===== src/rtl/pipe_pkg.sv =====
// ============================================================================
//  Module      : pipe_pkg
//  Description : Shared pipeline types and default widths for pipeline stages.
//  Revision    : 1.0 - initial release
// ============================================================================
`default_nettype none

package pipe_pkg;

    localparam int PIPE_DATA_W = 16;
    localparam int PIPE_CTRL_W = 8;

    typedef enum logic [1:0] {
        EMPTY = 2'd0,
        ONE   = 2'd1,
        FULL  = 2'd2
    } skid_state_t;

    // Number of held entries for a given state; the encoding never yields 3.
    function automatic logic [1:0] occupancy_of(input skid_state_t s);
        case (s)
            ONE:     occupancy_of = 2'd1;
            FULL:    occupancy_of = 2'd2;
            default: occupancy_of = 2'd0;
        endcase
    endfunction

endpackage

`default_nettype wire


===== src/rtl/pipe_skid_stage.sv =====
// ============================================================================
//  Module      : pipe_skid_stage
//  Description : Two-entry skid buffer pipeline stage, fully registered
//                handshake outputs (in_ready never sees out_ready directly).
//  Revision    : 1.0 - initial release
// ============================================================================
`default_nettype none

module pipe_skid_stage
    import pipe_pkg::*;
#(
    parameter int DATA_W     = PIPE_DATA_W,
    parameter int CTRL_W     = PIPE_CTRL_W,
    parameter int CLEAR_DATA = 0
) (
    input  logic              clk,
    input  logic              reset,
    input  logic              flush,
    input  logic              in_valid,
    output logic              in_ready,
    input  logic [CTRL_W-1:0] in_ctrl,
    input  logic [DATA_W-1:0] in_data,
    output logic              out_valid,
    input  logic              out_ready,
    output logic [CTRL_W-1:0] out_ctrl,
    output logic [DATA_W-1:0] out_data,
    output logic [1:0]        occupancy
);

    skid_state_t       r_state;
    logic              r_in_ready;
    logic              r_out_valid;
    logic [1:0]        r_occupancy;
    logic [CTRL_W-1:0] r_main_ctrl;
    logic [DATA_W-1:0] r_main_data;
    logic [CTRL_W-1:0] r_skid_ctrl;
    logic [DATA_W-1:0] r_skid_data;

    logic w_push;
    logic w_pop;

    assign w_push = in_valid && r_in_ready;
    assign w_pop  = r_out_valid && out_ready;

    // Handshake flags and occupancy are kept as their own flops so every
    // output is a register, updated alongside the state they mirror.
    always_ff @(posedge clk or posedge reset) begin
        if (reset) begin
            r_state     <= EMPTY;
            r_in_ready  <= 1'b1;
            r_out_valid <= 1'b0;
            r_occupancy <= occupancy_of(EMPTY);
            r_main_ctrl <= '0;
            r_main_data <= '0;
            r_skid_ctrl <= '0;
            r_skid_data <= '0;
        end else if (flush) begin
            r_state     <= EMPTY;
            r_in_ready  <= 1'b1;
            r_out_valid <= 1'b0;
            r_occupancy <= occupancy_of(EMPTY);
            r_main_ctrl <= '0;
            r_skid_ctrl <= '0;
            if (CLEAR_DATA != 0) begin
                r_main_data <= '0;
                r_skid_data <= '0;
            end
        end else begin
            case (r_state)
                EMPTY: begin
                    if (w_push) begin
                        r_main_ctrl <= in_ctrl;
                        r_main_data <= in_data;
                        r_state     <= ONE;
                        r_out_valid <= 1'b1;
                        r_occupancy <= occupancy_of(ONE);
                    end
                end
                ONE: begin
                    case ({w_push, w_pop})
                        2'b11: begin
                            r_main_ctrl <= in_ctrl;
                            r_main_data <= in_data;
                        end
                        2'b10: begin
                            r_skid_ctrl <= in_ctrl;
                            r_skid_data <= in_data;
                            r_state     <= FULL;
                            r_in_ready  <= 1'b0;
                            r_occupancy <= occupancy_of(FULL);
                        end
                        2'b01: begin
                            // A bubble must never carry a stale regWrite.
                            r_main_ctrl <= '0;
                            if (CLEAR_DATA != 0) begin
                                r_main_data <= '0;
                            end
                            r_state     <= EMPTY;
                            r_out_valid <= 1'b0;
                            r_occupancy <= occupancy_of(EMPTY);
                        end
                        default: ;
                    endcase
                end
                FULL: begin
                    if (w_pop) begin
                        r_main_ctrl <= r_skid_ctrl;
                        r_main_data <= r_skid_data;
                        r_state     <= ONE;
                        r_in_ready  <= 1'b1;
                        r_occupancy <= occupancy_of(ONE);
                    end
                end
                default: begin
                    r_state     <= EMPTY;
                    r_in_ready  <= 1'b1;
                    r_out_valid <= 1'b0;
                    r_occupancy <= occupancy_of(EMPTY);
                    r_main_ctrl <= '0;
                end
            endcase
        end
    end

    assign in_ready  = r_in_ready;
    assign out_valid = r_out_valid;
    assign out_ctrl  = r_main_ctrl;
    assign out_data  = r_main_data;
    assign occupancy = r_occupancy;

endmodule

`default_nettype wire


===== config.mk =====
export PLATFORM = sky130hd
export DESIGN_NAME = pipe_skid_stage
export DESIGN_NICKNAME = d
export VERILOG_FILES = /design/src/rtl/pipe_pkg.sv /design/src/rtl/pipe_skid_stage.sv
export SDC_FILE = /design/constraint.sdc
export NUM_CORES = 1
export LEC_CHECK = 0
export CORE_MARGIN = 4
export CORE_UTILIZATION = 45
export CTS_CLUSTER_SIZE = 14
export DETAILED_ROUTE_END_ITERATION = 8
export GPL_ROUTABILITY_DRIVEN = 0
export PLACE_DENSITY = 0.77
export RECOVER_POWER = 25
export SKIP_LAST_GASP = 1
export SLEW_MARGIN = 0
export SYNTH_ARGS = -nofsm -noshare
export SYNTH_HDL_FRONTEND = slang
export SYNTH_SLANG_ARGS = --single-unit
export TNS_END_PERCENT = 5

===== constraint.sdc =====
create_clock -name clk -period 1.9 [get_ports clk]
set_input_delay 0.475 -clock clk [delete_from_list [all_inputs] [get_ports clk]]
set_output_delay 0.475 -clock clk [all_outputs]
set_load 0.01 [all_outputs]

After elaboration in Yosys (flattened, before gate mapping). Cells that the tools add are included.

Output and inout bits: 28. Word-level logic and storage cells: 62. Input bits: 29. Memories: 0. Bits in writable memories: 0. Bits in read-only memories: 0. Bits in latches: 0. Register bits after elaboration: 52.

Add/sub/neg operators: 0. $mul: 0. Eq/ne operators: 16. $lt $le $gt $ge: 0. Muxes and demuxes: 25. Bitwise gates (word level): 1. Reductions and logical operators: 13. Divide/modulo/power cells: 0. Shift-type cells: 0.

Operators with widths (number): $mux 16 (3); $mux 8 (6); $pmux 16 s3 (1); $pmux 8 s3 (1); $pmux 8 s2 (1); $reduce_and 3->1 (5); $ne 3x3->1 const B (3); $ne 2x2->1 const B (4); $eq 2x2->1 const B (3); $mux 1 (6); $mux 2 (3); $pmux 1 s3 (2); $pmux 2 s3 (1); $reduce_and 5->1 (1); $eq 2x1->1 const B (2); $ne 4x2->1 const B (1); $ne 4x3->1 const B (1); $pmux 2 s2 (1); $reduce_bool 2->1 (2); $ne 3x2->1 const B (1); $reduce_bool 3->1 (1); $logic_and 1x1->1 (2); $logic_not 2->1 (1); $ne 2x1->1 const B (1); 2 further kinds (2).

Depth between registers and ports, before layout. Gate-level depths: netlist (run 1).

Word-level depth: 5. Gate-level depth with buffers: 8.

Least setup slack after synthesis (run 1). No wires, ideal clock.

Path type: register -> register. Start: register r_in_ready, in the netlist in_ready. End: register r_main_data[0], in the netlist out_data[0]. Setup time: 0.125 ns. Stages on the path, launching flop included: 6. Path slack: -0.145 ns. Clock period less this slack: 2.045 ns. Arrival: 1.920 ns. Cells stage by stage: dfstp_2 > nand2_1 > or3_2 > a21oi_4 > buf_6 > mux2_2.

Word-level cells in the longest chain between the ends: 4. Elaborated cells on any way between the ends: 5. Classes of those cells: eq/ne (3); reduce/logical (2).

Ends and longest elaborated chain: from (decl) (line pipe_skid_stage.sv:31) `logic r_in_ready;`; from (signal assigned) (line pipe_skid_stage.sv:50) `r_in_ready <= 1'b1;`; from (signal assigned) (line pipe_skid_stage.sv:59) `r_in_ready <= 1'b1;`; from (signal assigned) (line pipe_skid_stage.sv:89) `r_in_ready <= 1'b0;`; $logic_and 1x1->1 (*) (line pipe_skid_stage.sv:42) `assign w_push = in_valid && r_in_ready;`; $eq 2x2->1 (line pipe_skid_stage.sv:80) `case ({w_push, w_pop})`; $ne 2x1->1 (no line); $reduce_and 5->1 (no line) (*); to (signal assigned) (line pipe_skid_stage.sv:73) `r_main_data <= in_data;`; to (signal assigned) (line pipe_skid_stage.sv:83) `r_main_data <= in_data;`; to (signal assigned) (line pipe_skid_stage.sv:108) `r_main_data <= r_skid_data;`; to (decl) (line pipe_skid_stage.sv:35) `logic [DATA_W-1:0] r_main_data;`.

Mark *: on every way between the ends. The rest lies on a longest branch, timed or not. A chain may end at the register's enable or synchronous reset.

Final worst setup path (run 1).
Start: register r_in_ready, in the netlist in_ready. End: register r_main_data[7], in the netlist out_data[7].

The elaborated chain is that of the path after synthesis.

==> results of run 1 <==
-- through the flow --
stage          setup slack, ns  std cells  hold slack (ns)
2_1_floorplan          -0.0477        177            0.474
3_3_place_gp            -0.355        311            0.481
3_5_place_dp            -0.387        311            0.488
4_1_cts                -0.0520        319            0.480
5_1_grt                -0.0326        323            0.520
6_report                0.0196        323            0.509
-- flip-flops by register name, summed over array words and instances, names as in the netlist --
| name | count |
|---|---|
| in_ready | 1 |
| occupancy | 2 |
| out_ctrl | 8 |
| out_data | 16 |
| out_valid | 1 |
| r_skid_ctrl | 8 |
| r_skid_data | 16 |
-- worst paths after layout --
kind                                 startpoint         endpoint  slack [ns]  depth (start not counted)
worst min-delay path            r_skid_data[12]  r_skid_data[12]        0.51                          1
worst min register to register  r_skid_data[12]  r_skid_data[12]        0.51                          1
worst max-delay path                   in_ready      out_data[7]        0.02                          5
max in group asynchronous                 reset      out_ctrl[1]        0.36                          3
worst max register to register         in_ready      out_data[7]        0.02                          5
min in group asynchronous                 reset   r_skid_data[6]        0.69                          2
-- placed cells by master, fill, tap and decap left out, types with 2 or more instances in the layout --
master / netlist / routed
buf_12: 1 / 2
mux2i_1: 8 / 8
o21bai_1: 3 / 3
dlymetal6s2s_1: 0 / 3
nor2_1: 10 / 10
dfrtp_1: 51 / 49
buf_4: 1 / 18
clkbuf_1: 2 / 3
mux2_2: 38 / 38
a22o_1: 16 / 16
dfrtp_2: 0 / 2
a21oi_1: 7 / 7
mux2_4: 10 / 10
nand2_1: 4 / 3
clkdlybuf4s50_1: 0 / 51
clkbuf_8: 0 / 6
-- power groups by stage --
| stage | registers (mW) | clock network (mW) | logic [mW] |
|---|---|---|---|
| after global routing | 1.74 | 0.717 | 1.46 |
| after global placement | 1.70 | 0 | 1.31 |
| after detailed placement | 1.70 | 0 | 1.35 |
| after CTS | 1.69 | 0.668 | 1.34 |
| final | 1.69 | 0.638 | 1.35 |
| after floorplan | 1.75 | 0 | 0.645 |
-- layer usage --
layer  wire [um]  share of wire [%]
met1        2190                 44
met2        2490                 50
met3         254                5.1
met4          57                1.1
met5           0                  0
-- logic make-up after synthesis --
kind of cell,share of synthesized area (%)
muxes,27.0
DFF,53.5
AOI/OAI and AO/OA,10.6
and+or+nand+nor,5.03
buffers and inverters,3.90
-- area by class of cell --
type                            count  area [sq um]  share of cell area [%]
Inverter                            1          3.75                   0.113
Clock inverter                      1          7.51                   0.226
Tap cell                           70          87.6                    2.64
Sequential cell                    52          1310                    39.3
Multi-Input combinational cell    112          1050                    31.5
Clock buffer                        7          86.3                    2.60
Timing Repair Buffer               80           782                    23.6
-- repair_timing --
item / 4_1_cts / 5_1_grt
resized for setup: 1 / 6
pin swaps: 0 / 3
gates cloned: 0 / 1
setup endpoints to repair: 19 / 43
buffers inserted: 0 / 3
==> impl_metrics.csv, run 1 <==
group,metric,value,unit
run_status,status,"complete, no violations",
sta,fin_tns_setup,0,ns
pwr,power,3.68,mW
cts,clk_pin_slew,0.09,ns
layout,fillers,397,
critical_path,cpLargestDelayFamily,"flip-flops",
die,core-area,5170,sq um
cts,cts.path.max_buffers,2,
critical_path,slowest_stage,"dfstp_2",
grt,grt.busiest_layer,"met2",
synthesis,synth_cell_types,32,
synthesis,synth_most_common_cell,"dfrtp_1",
sta,slew_violations,0,
grt,overflow,0,
job,maxCapViolCount,0,
cts,clock-sinks,52,
detailed_routing,firstDrtPassIters,4,
die,rows,26,
grt,grt_max_degree,28,
synthesis,yosysWarnings,0,
pwr,pwr-share-comb,36.8,%
die,die_w,81.6,um
hold_path,min_path_type,"reg -> reg",
pwr,switching_share,27.6,%
pwr,p_int,2.66,mW
cts,ctsRootBufferMaster,"clkbuf_8",
synthesis,syn_inst,177,
placed_design,port_buffers,56,
synthesis,yosysTopAreaCellShare,52.4,%
critical_path,cp-start-kind,"flop",
pwr,powerDensity,1110,nW/um^2
grt,grt_pass1_wl,7.98,mm
placed_design,place_area,3190,sq um
grt,grt_pass1_vias,1699,
critical_path,crit_type,"reg -> reg",
synthesis,synth_top_area_cell,"dfrtp_1",
synthesis,async_reset_ff_share,100,%
synthesis,avgSynthCellArea,13.8,sq um
sta,tightestPinTransition,0.605,ns
layout,fin_area,3320,sq um
detailed_routing,wire_per_inst,15.4,um
sta,setup_viol,0,
cts,cts_tree,"yes",
cts,ctsHoldBuffers,0,
sta,slew_headroom,59.6,%
pwr,p_clk_share,17.3,%
sta,rsz0062_at_grt,"yes",
pwr,ir_drop,660,uV
critical_path,arrival,2.07,ns
grt,use_met2,27.3,%
detailed_routing,vias,1666,
layout,final_layout_size_suffix_gt1_share,34.8,%
synthesis,synth_nets,206,
sta,fin_crit,1.88,ns
pwr,power.leakage,1.55,nW
layout,final_util,64.2,%
detailed_routing,vias_per_cell,5.16,
critical_path,end_kind,"flop",
sta,timing.final.crit_share,99.0,%
synthesis,synth_area_leaders,"dfrtp_1 (52%), mux2_2 (18%), mux2_4 (6.2%), a22o_1 (5.8%), mux2i_1 (3.3%)",
die,start_util,47.1,%
detailed_routing,drt-initial-drc-count,58,
sta,fin_skew,0.00374,ns
grt,grt_usage,16.0,%
critical_path,critPathMaxFanout,8,
critical_path,path_buf_inv,1,
pwr,seqPwrFrac,45.9,%
sta,max_freq,532,MHz
detailed_routing,antenna_left,0,
grt,grtUsageMet3,4.61,%
synthesis,syn_area,2440,sq um
synthesis,synthTopCellsByCount,"dfrtp_1 (51), mux2_2 (38), a22o_1 (16), mux2_4 (10), nor2_1 (10)",
pwr,netSwitchingPower,1.02,mW
critical_path,critPathRequiredTime,2.09,ns
cts,htreeDepth,2,
synthesis,yosysSeqAreaShare,53.5,%
synthesis,synth-seq-cells,52,
layout,num_antenna_cells,0,
die,dieArea,6650,sq um
layout,fin_nets,281,
critical_path,crit_chain,"nand2_2 -> or3_4 -> a21oi_4 -> clkbuf_16 -> mux2_2",
sta,hold_viol_final,0,
detailed_routing,drc,0,
grt,antenna_found_initial,0,
grt,use_met1,18.9,%
cts,cts_buffers,5,
detailed_routing,postRouteWirelength,4.99,mm
placed_design,dp.final_hpwl,3.56,mm
layout,syn_to_final_growth,36.3,%
synthesis,synth_ff_type,"dfrtp_1",
die,die-height,81.6,um
die,ios,57,
cts,clock_latency,0.30,ns
synthesis,synth_edf_count,0,
critical_path,slowest_delay,0.58,ns
Note: power is estimated with default switching activity, not from simulation.
==> run 2, diff against run 1 <==
SKIP_LAST_GASP = unset   (was 1)
==> impl_metrics.csv, run 2 (synthesized netlist as in run 1, its figures left out) <==
group,metric,value,unit
detailed_routing,vias_per_cell,5.15,
grt,antenna_found_initial,0,
cts,clock-sinks,52,
critical_path,rr_startpoint,"in_ready",
pwr,power.leakage,1.53,nW
detailed_routing,drt-initial-drc-count,56,
layout,final_layout_size_suffix_gt1_share,33.2,%
critical_path,critPathRequiredTime,2.09,ns
layout,syn_to_final_growth,34.3,%
detailed_routing,firstDrtPassIters,4,
hold_path,min_from,"out_ctrl[1]",
die,dieArea,6650,sq um
detailed_routing,postRouteWirelength,4.83,mm
die,die_w,81.6,um
pwr,seqPwrFrac,46.3,%
die,rows,26,
job,maxCapViolCount,0,
sta,fin_crit,1.82,ns
sta,slew_violations,0,
cts,ctsRootBufferMaster,"clkbuf_8",
grt,overflow,0,
pwr,switching_share,27.7,%
critical_path,cp-start-kind,"flop",
critical_path,end_kind,"flop",
sta,tightestPinTransition,0.593,ns
detailed_routing,drc,0,
layout,mostFrequentLayoutCells,"dfrtp_1 (51), clkdlybuf4s50_1 (49), mux2_2 (38)",
layout,fin_area,3270,sq um
sta,timing.final.crit_share,95.6,%
sta,max_freq,551,MHz
sta,rsz0062_at_grt,"no",
sta,slew_headroom,60.4,%
pwr,p_clk_share,17.6,%
grt,grt_pass1_vias,1701,
critical_path,arrival,2.00,ns
grt,grt_pass1_wl,8.00,mm
critical_path,reg2reg_setup_slack,0.08,ns
detailed_routing,vias,1649,
sta,hold_viol_final,0,
run_status,status,"complete, no violations",
layout,final-instance-count-excl-fill,320,
sta,worst_slack,0.0842,ns
critical_path,path_buf_inv,1,
critical_path,setup.worst_path.start,"in_ready",
pwr,pwr-share-comb,36.1,%
placed_design,place_ws,-0.387,ns
cts,cts_buffers,5,
critical_path,crit_type,"reg -> reg",
placed_design,port_buffers,56,
die,core-area,5170,sq um
cts,htreeDepth,2,
sta,setup_viol,0,
cts,clk_pin_slew,0.09,ns
detailed_routing,antenna_left,0,
die,die-height,81.6,um
hold_path,min_path_type,"reg -> reg",
placed_design,dpl.cell_count,311,
critical_path,slowest_stage,"dfstp_2",
grt,grt_max_degree,28,
critical_path,cpLargestDelayFamily,"flip-flops",
detailed_routing,wire_per_inst,15.1,um
layout,fin_nets,278,
pwr,p_int,2.64,mW
pwr,netSwitchingPower,1.01,mW
grt,grt_usage,16.0,%
sta,fin_skew,0.00521,ns
layout,final_common_cell,"dfrtp_1",
layout,num_antenna_cells,0,
pwr,ir_drop,658,uV
cts,cts_tree,"yes",
pwr,power,3.65,mW
critical_path,crit_chain,"nand2_2 -> or3_4 -> a21oi_4 -> buf_12 -> mux2_2",
cts,ctsHoldBuffers,0,
die,ios,57,
cts,cts.path.max_buffers,2,
die,start_util,47.1,%
critical_path,critPathMaxFanout,16,
cts,clock_latency,0.30,ns
placed_design,place_area,3190,sq um
pwr,powerDensity,1110,nW/um^2
critical_path,slowest_delay,0.60,ns
placed_design,dp.final_hpwl,3.56,mm
[run 2: cell types whose count changed in the layout (fill, tap and decap cells not counted), sizes merged]
cell / before / now
clkdlybuf4s50: 51 / 49
buf: 20 / 18
dlygate4sd2: 1 / 4
clkbuf: 11 / 10
dlymetal6s2s: 3 / 2
[run 2: power by group through the flow]
stage / logic (mW) / clock network, mW / registers (mW)
4_1_cts: 1.34 / 0.668 / 1.69
3_3_place_gp: 1.31 / 0 / 1.70
3_5_place_dp: 1.35 / 0 / 1.70
5_1_grt: 1.42 / 0.717 / 1.74
6_report: 1.32 / 0.643 / 1.69
2_1_floorplan: 0.645 / 0 / 1.75
[run 2: per-layer routing]
layer	GRT usage, %	wire length [um]	part of all wire (%)	up-vias
met1	19.0	2050	42	811
met4	6.48	66	1.4	0
met5	0	0	0	-
li1	-	-	-	789
met3	4.61	265	5.5	6
met2	27.3	2450	51	43
[run 2: worst paths after layout]
kind	cells after the start	endpoint
max in group asynchronous	3	out_ctrl[1]
hold reg to reg	1	out_ctrl[1]
setup / recovery	5	out_data[7]
hold / removal	1	out_ctrl[1]
setup reg to reg	5	out_data[7]
min in group asynchronous	2	r_skid_data[6]
[run 2: cell type report]
type / count / area, sq um
Tap cell: 70 / 87.6
Timing Repair Buffer: 77 / 736
Fill cell: 407 / 1900
Multi-Input combinational cell: 112 / 1050
Clock inverter: 1 / 7.51
Clock buffer: 7 / 86.3
Sequential cell: 52 / 1300
Inverter: 1 / 3.75
[run 2: worst reg2reg max path, stage by stage, from the launching register on]
cell	delay, ns
dfstp_2	0.60
nand2_2	0.07
or3_4	0.38
a21oi_4	0.15
buf_12	0.17
mux2_2	0.34
[run 2: per-stage QoR]
stage	hold WS (ns)	utilization (%)	setup TNS, ns
3_5_place_dp	0.488	61.6	-12.95
6_report	0.509	63.2	0
2_1_floorplan	0.474	-	-0.791
5_1_grt	0.520	63.2	0
3_3_place_gp	0.481	61.6	-12.19
4_1_cts	0.480	63.3	0
[run 2: timing repair]
| action | CTS | global route |
|---|---|---|
| setup buffers | 0 | 1 |
| pin swaps | 0 | 3 |
| setup endpoints to repair | 19 | 34 |
| endpoints found under the hold margin | 0 | 0 |
| gates resized for setup | 4 | 3 |
==> variant: new RTL, config.mk and constraints of run 1 <==
Change the package constant `PIPE_CTRL_W` from 8 to 6.
--- a/src/rtl/pipe_pkg.sv
+++ b/src/rtl/pipe_pkg.sv
@@ -8,7 +8,7 @@
 package pipe_pkg;
 
     localparam int PIPE_DATA_W = 16;
-    localparam int PIPE_CTRL_W = 8;
+    localparam int PIPE_CTRL_W = 6;
 
     typedef enum logic [1:0] {
         EMPTY = 2'd0,
Interface: changed (resized in_ctrl and out_ctrl); port bits go from 57 to 53. No check against the original RTL was run, so the function may have changed too.
==> variant against run 1 <==
  * Sequential share of layout area is 0.98 points higher
  * Setup slack improved by 0.029 ns
  * Register-to-register slack better by 0.13 ns
  * Largest cell class unchanged
  * Design area shrank 10%
  * Routed wire length fell by 7.5%
  * Total power is 5.7% lower
  * Synthesized area down 8.5%
  * Sequential cell count shrank 4
==> variant: results (changes against run 1) <==
| Metric | Value |
|---|---|
| Register area share after synthesis | 53.9% (was 53.5%) |
| Post-synthesis mux area share | 24.9% (was 27.0%) |
| Met2 usage | 28.4% (was 27.3%) |
| Place WS | -0.303 ns (was -0.387 ns) |
| Maximum VDD drop | 0.792 mV (was 0.660 mV) |
| Busiest grt layer | met2 (unchanged) |
| GRT Total Usage | 16.4% (was 16.0%) |
| Avg Cell Area, Syn | 14.2 um^2 (was 13.8 um^2) |
| Worst slew margin | 24.0% (was 59.6%) |
| Synth Area in Compound Gates | 12.1% (was 10.6%) |
| WL/cell | 15.9 um (was 15.4 um) |
| Crit. Startpoint | occupancy[1] (was in_ready) |
| Post-Synth Adder-Cell Area | 0% (unchanged) |
| Reg2reg setup slack | 0.15 ns (was 0.02 ns) |
| DR WL met3 | 223 um (was 254 um) |
| Worst Hold Launch | r_skid_data[15] (was r_skid_data[12]) |
| Post-DP HPWL | 3.49 mm (was 3.56 mm) |
| Synth unique cells | 31 (was 32) |
| Pleak | 0.00130 uW (was 0.00155 uW) |
| Cts bufs inserted | 5 (unchanged) |
| Clk_skew | 0.00439 ns (was 0.00374 ns) |
| Status | finished, final reports clean (unchanged) |
| Iter 0 DRT Violations | 75 (was 58) |
| First-pass GRT wire length | 7.90 mm (was 7.98 mm) |
| Number of global-route vias before repair | 1685 (was 1699) |
| Worst R2R End | out_data[5] (was out_data[7]) |
| Final cell count without fillers | 291 (was 323) |
| Placed cell area | 0.00289 mm^2 (was 0.00319 mm^2) |
| Met1 WL | 1.93 mm (was 2.19 mm) |
| Routing usage on met1 | 19.4% (was 18.9%) |
| Syn Nets | 184 (was 206) |
| Crit path DAT | 1.38 ns (was 2.07 ns) |
| Worst Setup EP | occupancy[1] (was out_data[7]) |
| Post-synth top cells | dfrtp_1 (47), mux2_2 (46), a22o_1 (17) (was dfrtp_1 (51), mux2_2 (38), a22o_1 (16)) |
| Hold Crit Depth | 1 (unchanged) |
| Dominant cells by area after synthesis | dfrtp_1 (53%), mux2_2 (23%), a22o_1 (6.7%), buf_6 (2.5%), a21oi_1 (1.3%) (was dfrtp_1 (52%), mux2_2 (18%), mux2_4 (6.2%), a22o_1 (5.8%), mux2i_1 (3.3%)) |
| Origin of the critical flop-to-flop path | occupancy[0] (was in_ready) |
| Min-Delay Endpoint | r_skid_data[15] (was r_skid_data[12]) |
| Dpl cells | 282 (was 311) |
| Port Buffer Count | 52 (was 56) |
| Fillers | 365 (was 397) |
| Layout cells sized above 1 | 37.9% (was 34.8%) |
| NumNets Final | 250 (was 281) |
| Largest net degree at the start of global routing | 49 (was 28) |
| Via density | 5.19 (was 5.16) |
| DR WL met2 | 2.41 mm (was 2.49 mm) |
| Hold_ws | 0.511 ns (was 0.509 ns) |
| Final setup margin | 0.0488 ns (was 0.0196 ns) |
| CTS Buffer Depth | 2 (unchanged) |
| Grt met3 use | 4.70% (was 4.61%) |
| Clock Latency Late Sink | 0.30 ns (about the same) |
==> variant: changes by cell type after synthesis, sizes merged, moves of 2 or more <==
cell / change
clkbuf: -2
dfrtp: -4
nor3: +2
nor2: -8
mux2i: -7
a22o: +2
a21o: -2
and3b: +2
==> variant: what timing repair did <==
action	4_1_cts	5_1_grt
gates resized for setup	0	2
setup endpoints to repair	2	22
setup buffers	1	0
==> variant: layout make-up <==
cell class                      instances  area [um^2]  share of cell area [%]
Sequential cell                        48         1200                    40.3
Clock inverter                          2         13.8                   0.461
Clock buffer                            6         82.6                    2.77
Timing Repair Buffer                   70          668                    22.4
Inverter                                1         3.75                   0.126
Tap cell                               67         83.8                    2.81
Multi-Input combinational cell         97          930                    31.2
==> variant: report_power, final <==
part | internal [uW] | switching, uW
Combinational | 788 | 446
Clock | 298 | 355
Sequential | 1390 | 193
Total | 2480 | 994
==> variant: critical path: stages (launching register included) <==
cell and delay [ns]:
dfrtp_1 0.37, buf_4 0.16, clkdlybuf4s50_1 0.54
